--- src/rtl/alu_unit_arbiter_pkg.sv ---
// Shared constants and types for the ALU-unit round-robin arbiter.
// Holds the FSM state encoding and the index-to-one-hot decoder.
package alu_unit_arbiter_pkg;

   localparam int N_REQ = 8;
   localparam int IDX_W = 3;

   typedef enum logic [1:0] {
      ST_IDLE    = 2'd0,
      ST_GRANT   = 2'd1,
      ST_RELEASE = 2'd2
   } arb_state_e;

   function automatic logic [N_REQ-1:0] idx_to_onehot(input logic [IDX_W-1:0] idx);
      logic [N_REQ-1:0] oh;
      oh = '0;
      oh[idx] = 1'b1;
      return oh;
   endfunction

endpackage

--- src/rtl/alu_unit_arbiter_rr_priority_pick.sv ---
// Round-robin pick: rotate requests so ptr sits at bit 0, find the first set
// bit, then rotate the resulting offset back into an absolute index.
module rr_priority_pick
   import alu_unit_arbiter_pkg::*;
(
   input  logic [N_REQ-1:0] req_i,
   input  logic [IDX_W-1:0] ptr_i,
   output logic [IDX_W-1:0] idx_o,
   output logic             any_o
);

   logic [N_REQ-1:0] rot;
   logic [IDX_W-1:0] off;

   always_comb begin
      rot = '0;
      for (int i = 0; i < N_REQ; i++) begin
         rot[i] = req_i[IDX_W'(i) + ptr_i];
      end
      // Scan from the top down so the lowest offset set bit wins.
      off = '0;
      for (int i = N_REQ - 1; i >= 0; i--) begin
         if (rot[i]) off = IDX_W'(i);
      end
      idx_o = off + ptr_i;
      any_o = |req_i;
   end

endmodule

--- src/rtl/alu_unit_arbiter.sv ---
// Round-robin arbiter sharing one multi-cycle ALU unit among 8 requesters.
// Grant is held until done, request withdrawal, or watchdog expiry.
//
//   state      | meaning
//   -----------+------------------------------------------------------------
//   ST_IDLE    | no grant; pick next requester starting at ptr
//   ST_GRANT   | grant held; watchdog counting
//   ST_RELEASE | one-cycle turnaround with grant dropped; ptr advances
module alu_unit_arbiter
   import alu_unit_arbiter_pkg::*;
#(
   parameter int TIMEOUT = 64,
   parameter int CNT_W   = 16
) (
   input  logic             clock_i,
   input  logic             reset_i,
   input  logic [N_REQ-1:0] req_i,
   input  logic             done_i,
   output logic [N_REQ-1:0] gnt_o,
   output logic [IDX_W-1:0] gnt_idx_o,
   output logic             gnt_valid_o,
   output logic             busy_o,
   output logic             timeout_o
);

   localparam logic             WD_EN   = (TIMEOUT != 0);
   localparam logic [CNT_W-1:0] WD_LAST = CNT_W'(TIMEOUT - 1);

   arb_state_e       state_q;
   logic [IDX_W-1:0] ptr_q;
   logic [IDX_W-1:0] ptr_d;
   logic [CNT_W-1:0] cnt_q;
   logic [IDX_W-1:0] idx_q;
   logic             valid_q;
   logic             busy_q;
   logic             timeout_q;

   logic [IDX_W-1:0] pick_idx;
   logic             pick_any;
   logic             normal_rel;
   logic             wd_expire;

   rr_priority_pick u_pick (
      .req_i (req_i),
      .ptr_i (ptr_q),
      .idx_o (pick_idx),
      .any_o (pick_any)
   );

   // done has priority over the watchdog when both occur together.
   assign normal_rel = done_i | ~req_i[idx_q];
   assign wd_expire  = WD_EN & (cnt_q == WD_LAST);
   assign ptr_d      = idx_q + IDX_W'(1);

   always_ff @(posedge clock_i or posedge reset_i) begin
      if (reset_i) begin
         state_q   <= ST_IDLE;
         ptr_q     <= '0;
         cnt_q     <= '0;
         idx_q     <= '0;
         valid_q   <= 1'b0;
         busy_q    <= 1'b0;
         timeout_q <= 1'b0;
      end else begin
         timeout_q <= 1'b0;
         case (state_q)
            ST_IDLE: begin
               if (pick_any) begin
                  state_q <= ST_GRANT;
                  idx_q   <= pick_idx;
                  valid_q <= 1'b1;
                  busy_q  <= 1'b1;
                  cnt_q   <= '0;
               end
            end
            ST_GRANT: begin
               if (normal_rel) begin
                  state_q <= ST_RELEASE;
                  valid_q <= 1'b0;
               end else if (wd_expire) begin
                  state_q   <= ST_RELEASE;
                  valid_q   <= 1'b0;
                  timeout_q <= 1'b1;
               end else if (cnt_q != '1) begin
                  cnt_q <= cnt_q + CNT_W'(1);
               end
            end
            ST_RELEASE: begin
               state_q <= ST_IDLE;
               busy_q  <= 1'b0;
               ptr_q   <= ptr_d;
            end
            default: begin
               state_q <= ST_IDLE;
               valid_q <= 1'b0;
               busy_q  <= 1'b0;
            end
         endcase
      end
   end

   assign gnt_o       = valid_q ? idx_to_onehot(idx_q) : '0;
   assign gnt_idx_o   = idx_q;
   assign gnt_valid_o = valid_q;
   assign busy_o      = busy_q;
   assign timeout_o   = timeout_q;

endmodule

--- config.mk ---
export PLATFORM = sky130hd
export DESIGN_NAME = alu_unit_arbiter
export DESIGN_NICKNAME = d
export VERILOG_FILES = /design/src/rtl/alu_unit_arbiter_pkg.sv /design/src/rtl/alu_unit_arbiter_rr_priority_pick.sv /design/src/rtl/alu_unit_arbiter.sv
export SDC_FILE = /design/constraint.sdc
export NUM_CORES = 1
export LEC_CHECK = 0
export ABC_CLOCK_PERIOD_IN_PS = 3500
export BUFFER_PORTS_ARGS = -buffer_cell sky130_fd_sc_hd__buf_2
export CORE_UTILIZATION = 50
export DETAILED_ROUTE_END_ITERATION = 6
export PLACE_DENSITY_LB_ADDON = 0.05
export SYNTH_ARGS = -nofsm -noshare
export SYNTH_HDL_FRONTEND = slang
export SYNTH_SLANG_ARGS = --single-unit
--- constraint.sdc ---
create_clock -name clock_i -period 3.5 [get_ports clock_i]
set_clock_uncertainty 0.15 [all_clocks]
set_input_delay 0.175 -clock clock_i [delete_from_list [all_inputs] [get_ports clock_i]]
set_output_delay 0.175 -clock clock_i [all_outputs]
set_load 0.05 [all_outputs]
==> results of run 1 <==
## path summary, 6_finish.rpt
check,startpoint,to,slack [ns],cells past startpoint
worst max-delay path,ptr_q[0],gnt_idx_o[2],0.06,15
worst min-delay path,reset_i,ptr_q[0],-0.01,2
worst max register to register,ptr_q[0],gnt_idx_o[2],0.06,15
worst min register to register,busy_o,busy_o,0.38,2
max in group asynchronous,reset_i,cnt_q[3],2.60,2
min in group clock_i,done_i,state_q[1],0.08,3
## report_power, final
part           switching (mW)  internal, mW  total, mW
registers               0.102         0.380      0.481
logic                   0.864         0.642       1.51
clock network          0.0954        0.0797      0.175
## cells in the final DEF, fill, tap and decap left out, types with 10 or more instances in the layout
master   count
a21oi_1     16
buf_2       24
buf_4       11
dfrtp_1     27
mux2i_1     14
nand2_1     17
nand3_1     10
nor2_1      14
o31ai_1     11
or4_1       11
## cell type report
type                    instances  area share
flip-flops and latches         27       0.284
inverters                      10      0.0179
repair buffers                 36      0.0900
well taps                      50      0.0263
multi-input cells             174       0.562
clock buffers                   3      0.0174
clock inverters                 1     0.00211
## registers in the layout (all words and copies together) (netlist names)
name and flops:
cnt_q 16, gnt_valid_o 1, state_q 2, busy_o 1, timeout_o 1, gnt_idx_o 3, ptr_q 3
## repair_timing
| action | in CTS | in global routing |
|---|---|---|
| endpoints found under the setup margin | 1 | 1 |
| endpoints found under the hold margin | 0 | 0 |
| setup buffers | 0 | 6 |
| resized for setup | 1 | 6 |
| pin swaps | 0 | 4 |
## metal layers
layer,up-vias,part of all wire,global-route usage
li1,895,-,-
met1,910,0.43,0.260
met2,21,0.55,0.426
met3,4,0.014,0.0205
met4,0,0.0078,0.0612
met5,-,0,0
## synthesized netlist by cell type (3+ instances only)
cell,number,area (um2)
nand3_1,10,50.1
dfrtp_1,27,676
xnor2_1,3,26.3
clkbuf_1,7,26.3
inv_1,9,33.8
nor4_1,4,25.0
or4_1,11,82.6
a21oi_1,16,80.1
buf_2,3,15.0
nand2b_1,9,56.3
ha_1,5,62.6
nand2_1,17,63.8
mux2i_1,15,150
mux2_2,3,33.8
nor2b_1,3,18.8
o31ai_1,11,82.6
nand4_1,5,31.3
o21ai_0,9,45.0
nor2_1,14,52.6
and3_1,7,43.8
mux4_2,9,203
## metrics by stage
step,power (mW),instance area [um2]
floorplan,1.61,2110
global placement,1.84,2260
detailed placement,1.87,2260
CTS,2.07,2310
global route,2.33,2380
finish,2.16,2380
## kinds of logic after synthesis
family / synth area share
xor gates and xnor gates: 0.0210
muxes: 0.186
adders and majority gates: 0.0396
buffers and inverters: 0.0504
DFF: 0.324
and+or+nand+nor: 0.244
AOI/OAI and AO/OA: 0.135
==> results.md, run 1 <==
- Outcome: finished with violations
- Starting Density: 0.521
- DP Wirelength: roughly 3400 um
- Final Hold Viols: 27
- Tcrit/Tclk final: 0.984
- H-tree levels: 1
- # setup viols final: 0
- Vias in the first global route: 1723
- Area Growth Syn to Fin: 14.1%
- Final antenna-violating net count: 0
- Gate Count Post-Synth: around 220
- Top_reg_cell synth: dfrtp_1
- Hold Buf Count CTS: 0
- Highest net fanout along the worst path: 5
- Pins Over Slew Limit: 0
- Synth unique cells: 42
- Final core utilization: 0.594
- Clk sinks: 27
- Syn Area/Cell: about 9.3 um2
- Syn_nets: ~240
- DRC Markers: 0
- Pwr dens: a little over 900 nW/um2
- Clk slew on worst S/H paths: around 0.090 ns
- Slew margin rel.: 0.319
- Worst-path cell chain: clkinv_4, ha_4, buf_4, mux2i_2, mux2i_1, nand2b_1, a31oi_1, o21bai_1, a221oi_2, ha_2, inv_1, fa_2, xnor2_1, or3_1, a31oi_1
- Full die area: 4430 um2
- Sequential cell area fraction in the yosys report: 0.324
- CTS Buf Count: 3
- Post-DR vias/cell: approximately 6
- N_diodes: 0
- Worst Hold Class: in -> async
- Core area: roughly 4000 um2
- Worst-Margin Slew: 1.02 ns
- Violated checks: hold timing
- WL per Instance: approximately 15 um
- Worst path bufs/invs: 3
- Unrepaired setup endpoints after global routing: true
- Post-route minimum period: 3.44 ns
- Final net count: about 270
- Worst setup margin: between 0.05 and 0.06 ns
- Root buf cell: clkbuf_8
- Fmax achieved: 0.290 GHz
- Worst stage delay on the critical path: 0.44 ns
- Clock Path Buffers: 2
- Vert. Die Dim: around 67 um
- Std-Cell Rows: 23
- Register area: just under 700 um2
- Flops & latches, synth: 27
- Fillers: ~360
- Crit path max-delay family: adder cells
- Wirelength, routed: between 4000 and 5000 um
- Post-Syn Area: 2080 um2
- WP data arrival: 3.48 ns
- Setup crit start kind: flip-flop
- Largest net degree at the start of global routing: 28
- Total Routing Usage GR: 0.223
- Total number of vias: 1830
- Multi-input gate area: 1340 um2
- Setup TNS: 0 ns
- Critical Path Sink Type: flip-flop
- DRT Pass-1 Iters: 4
- GPL Wtd Cong: approximately 0.84
- Crit path required time: about 3.5 ns
- Fin cells: approximately 300
- Port bufs: 24
- EDFF count, synth: 0
- Overflow after GRT: 0
- CP most frequent cell: a31oi_1
- First-pass GRT wire length: about 7700 um
- CP max-delay cell: dfrtp_1
- DRT iter0 DRCs: just under 90
- Setup CP Type: reg -> reg
- Cell count after placement: approximately 290
- IO Count: 25
- Layout cell share with drive strength beyond 1: 0.251
- CTS tree: done
- Die span in x: ~67 um
- Final Hold Slack: -0.0137 ns
- Synth warn: 0
- Worst vdd ir: 0.252 mV
- Antenna violations before repair: 0
- Place WS: -0.00689 ns
- Lkg Pwr: 1.02 nW
- Worst-Skew Late Latency: around 0.27 ns
- Max Cap Viol: 0
- Asr flop ratio synth: 1.00
(Power assumes the default switching activity.)
==> inputs of run 2 (changes only) <==
--- a/config.mk
+++ b/config.mk
@@ -10,6 +10,7 @@
 export CORE_UTILIZATION = 50
 export DETAILED_ROUTE_END_ITERATION = 6
 export PLACE_DENSITY_LB_ADDON = 0.05
+export REMOVE_ABC_BUFFERS = 1
 export SYNTH_ARGS = -nofsm -noshare
 export SYNTH_HDL_FRONTEND = slang
 export SYNTH_SLANG_ARGS = --single-unit
==> run 2 against run 1 <==
Compared with the run above:
- the run still ends with hold timing left
- setup slack better by 0.11 ns
- sequential cell count unchanged
- largest power group unchanged
- global-route usage rose by 1.4 points
==> results.md, run 2 (synthesis results as in run 1) <==
- Outcome: finished with violations
- Violated checks: hold timing
- Fillers: 365 (+0.83%)
- Post-route minimum period: 3.33 ns (-0.109 ns)
- DRT iter0 DRCs: 109 (+22%)
- Setup crit start kind: flip-flop
- Total number of vias: 1877 (+2.6%)
- R2r endpoint: gnt_idx_o[2]
- WL per Instance: 16.7 um (+9.4%)
- Vias in the first global route: 1662 (-3.5%)
- Post-DR vias/cell: 6.30 (+3.6%)
- Area Growth Syn to Fin: 12.7%
- Max reg flops: 16 (unchanged)
- Max Cap Viol: 0 (unchanged)
- DRC Markers: 0 (unchanged)
- GPL Wtd Cong: 0.857 (+1.5%)
- Wirelength, routed: 4980 um (+8.3%)
- Full die area: 4430 um2 (unchanged)
- Clk sinks: 27 (unchanged)
- Worst path bufs/invs: 2 (-1)
- Std-Cell Rows: 23 (unchanged)
- H-tree levels: 1 (unchanged)
- Crit path required time: 3.55 ns (about the same)
- Crit path max-delay family: compound AO/OA/AOI/OAI gates
- DRT Pass-1 Iters: 4 (unchanged)
- Reg2reg path depth: 13 (-2)
- Final Hold Slack: -0.00436 ns (+0.00935 ns)
- Worst-Skew Late Latency: 0.28 ns (about the same)
- Fmax achieved: 0.300 GHz (+3.3%)
- Layout cell share with drive strength beyond 1: 0.234 (-0.0171)
- Cell count after placement: 292 (+0.34%)
- CTS tree: done
- Final Hold Viols: 11 (-59%)
- Setup CP Type: reg -> reg
- Final antenna-violating net count: 0 (unchanged)
- WP data arrival: 3.39 ns (-0.09 ns)
- IO Count: 25 (unchanged)
- Worst vdd ir: 0.655 mV (+160%)
- DP Wirelength: 3700 um (+8.9%)
- Worst-path cell chain: buf_6, mux4_2, mux2i_1, o21ai_0, a31oi_1, o21bai_1, a221oi_2, ha_1, inv_1, fa_1, xnor2_1, or3_1, a31oi_1
- Slew margin rel.: 0.195 (-0.124)
- RR Startpoint: ptr_q[0]
- CTS Buf Count: 3 (unchanged)
- Overall Power: 2.16 mW (-0.17%)
- Hold Buf Count CTS: 0 (unchanged)
- Most common cell after layout, fill and taps aside: dfrtp_1
- CP most frequent cell: a31oi_1
- Total Routing Usage GR: 0.237 (+0.0139)
- Root buf cell: clkbuf_8
- Metal2 WL: 2310 um (-9.1%)
- Setup TNS: 0 ns (unchanged)
- Core area: 4000 um2 (unchanged)
- Antenna violations before repair: 0 (unchanged)
- Die span in x: 66.6 um (unchanged)
- DRT met1 WL: 2420 um (+23%)
- First-pass GRT wire length: 7910 um (+3.2%)
- Top Layer Used: met4
- Tcrit/Tclk final: 0.953 (-0.0310)
- Vert. Die Dim: 66.6 um (unchanged)
- Pins Over Slew Limit: 0 (unchanged)
- DR WL met3: 232 um (+260%)
- Starting Density: 0.521 (unchanged)
- Overflow after GRT: 0 (unchanged)
- Commonest non-fill, non-tap cells in the layout: dfrtp_1, buf_2, nand2_1, a21oi_1, mux2i_1
- Worst stage delay on the critical path: 0.51 ns (+0.07 ns)
- Lkg Pwr: 1.01 nW (-1.3%)
- N_diodes: 0 (unchanged)
- Largest reg by FF count: cnt_q
- Worst-Margin Slew: 1.20 ns (+0.184 ns)
- Critical Path Sink Type: flip-flop
- Final net count: 266 (-1.1%)
- Largest net degree at the start of global routing: 28 (unchanged)
- Final core utilization: 0.587 (-0.00719)
- Highest net fanout along the worst path: 6 (+1)
- Worst Hold Class: in -> async
- Clk slew on worst S/H paths: 0.10 ns (about the same)
- R2R Setup Slk: 0.17 ns (+0.11 ns)
- # setup viols final: 0 (unchanged)
- Clock Path Buffers: 2 (unchanged)
- Port bufs: 24 (unchanged)
- Pwr dens: 920 nW/um2 (+1.1%)
- Fin cells: 298 (-1.0%)
- CP max-delay cell: mux4_2
-- run 2: what timing repair did --
item                       CTS  global route
gates resized for setup      0             7
setup endpoints to repair    0             1
buffers inserted             0             2
-- run 2: power by group --
part	switching (mW)	leakage [nW]	internal, mW
registers	0.103	0.357	0.379
logic	0.870	0.630	0.616
clock network	0.110	0.0217	0.0809
-- run 2: area by class of cell --
class	count	area (um2)	area share
well taps	50	62.6	0.0267
clock buffers	3	41.3	0.0176
flip-flops and latches	27	676	0.288
clock inverters	1	7.51	0.00320
inverters	10	37.5	0.0160
multi-input cells	174	1330	0.567
repair buffers	33	191	0.0816
-- run 2: worst reg2reg max path, stage by stage (launching register included) --
cell      delay, ns
dfrtp_1        0.42
buf_6          0.16
mux4_2         0.51
mux2i_1        0.19
o21ai_0        0.12
a31oi_1        0.14
o21bai_1       0.09
a221oi_2       0.23
ha_1           0.18
inv_1          0.05
fa_1           0.37
xnor2_1        0.15
or3_1          0.35
a31oi_1        0.16
-- run 2: layer usage --
layer  up-vias  track usage
met5         -            0
met4         0       0.0372
met3         4       0.0342
met2        53        0.364
met1       927        0.356
li1        893            -
-- run 2: worst max path at each step --
stage / slack, ns / start / to / cells past startpoint
after floorplan: -0.30 / ptr_q[0] / gnt_idx_o[2] / 11
after global placement: 0.15 / ptr_q[0] / gnt_idx_o[2] / 13
after detailed placement: 0.08 / ptr_q[0] / gnt_idx_o[2] / 15
after CTS: 0.05 / ptr_q[0] / gnt_idx_o[2] / 15
after global routing: -0.02 / ptr_q[0] / gnt_idx_o[2] / 13
final: 0.17 / ptr_q[0] / gnt_idx_o[2] / 13
-- run 2: per-stage QoR --
step | setup slack, ns | area (um2)
after floorplan | -0.302 | 2020
after global placement | 0.145 | 2250
after detailed placement | 0.0842 | 2250
after CTS | 0.0476 | 2300
after global routing | -0.0159 | 2350
final | 0.165 | 2350
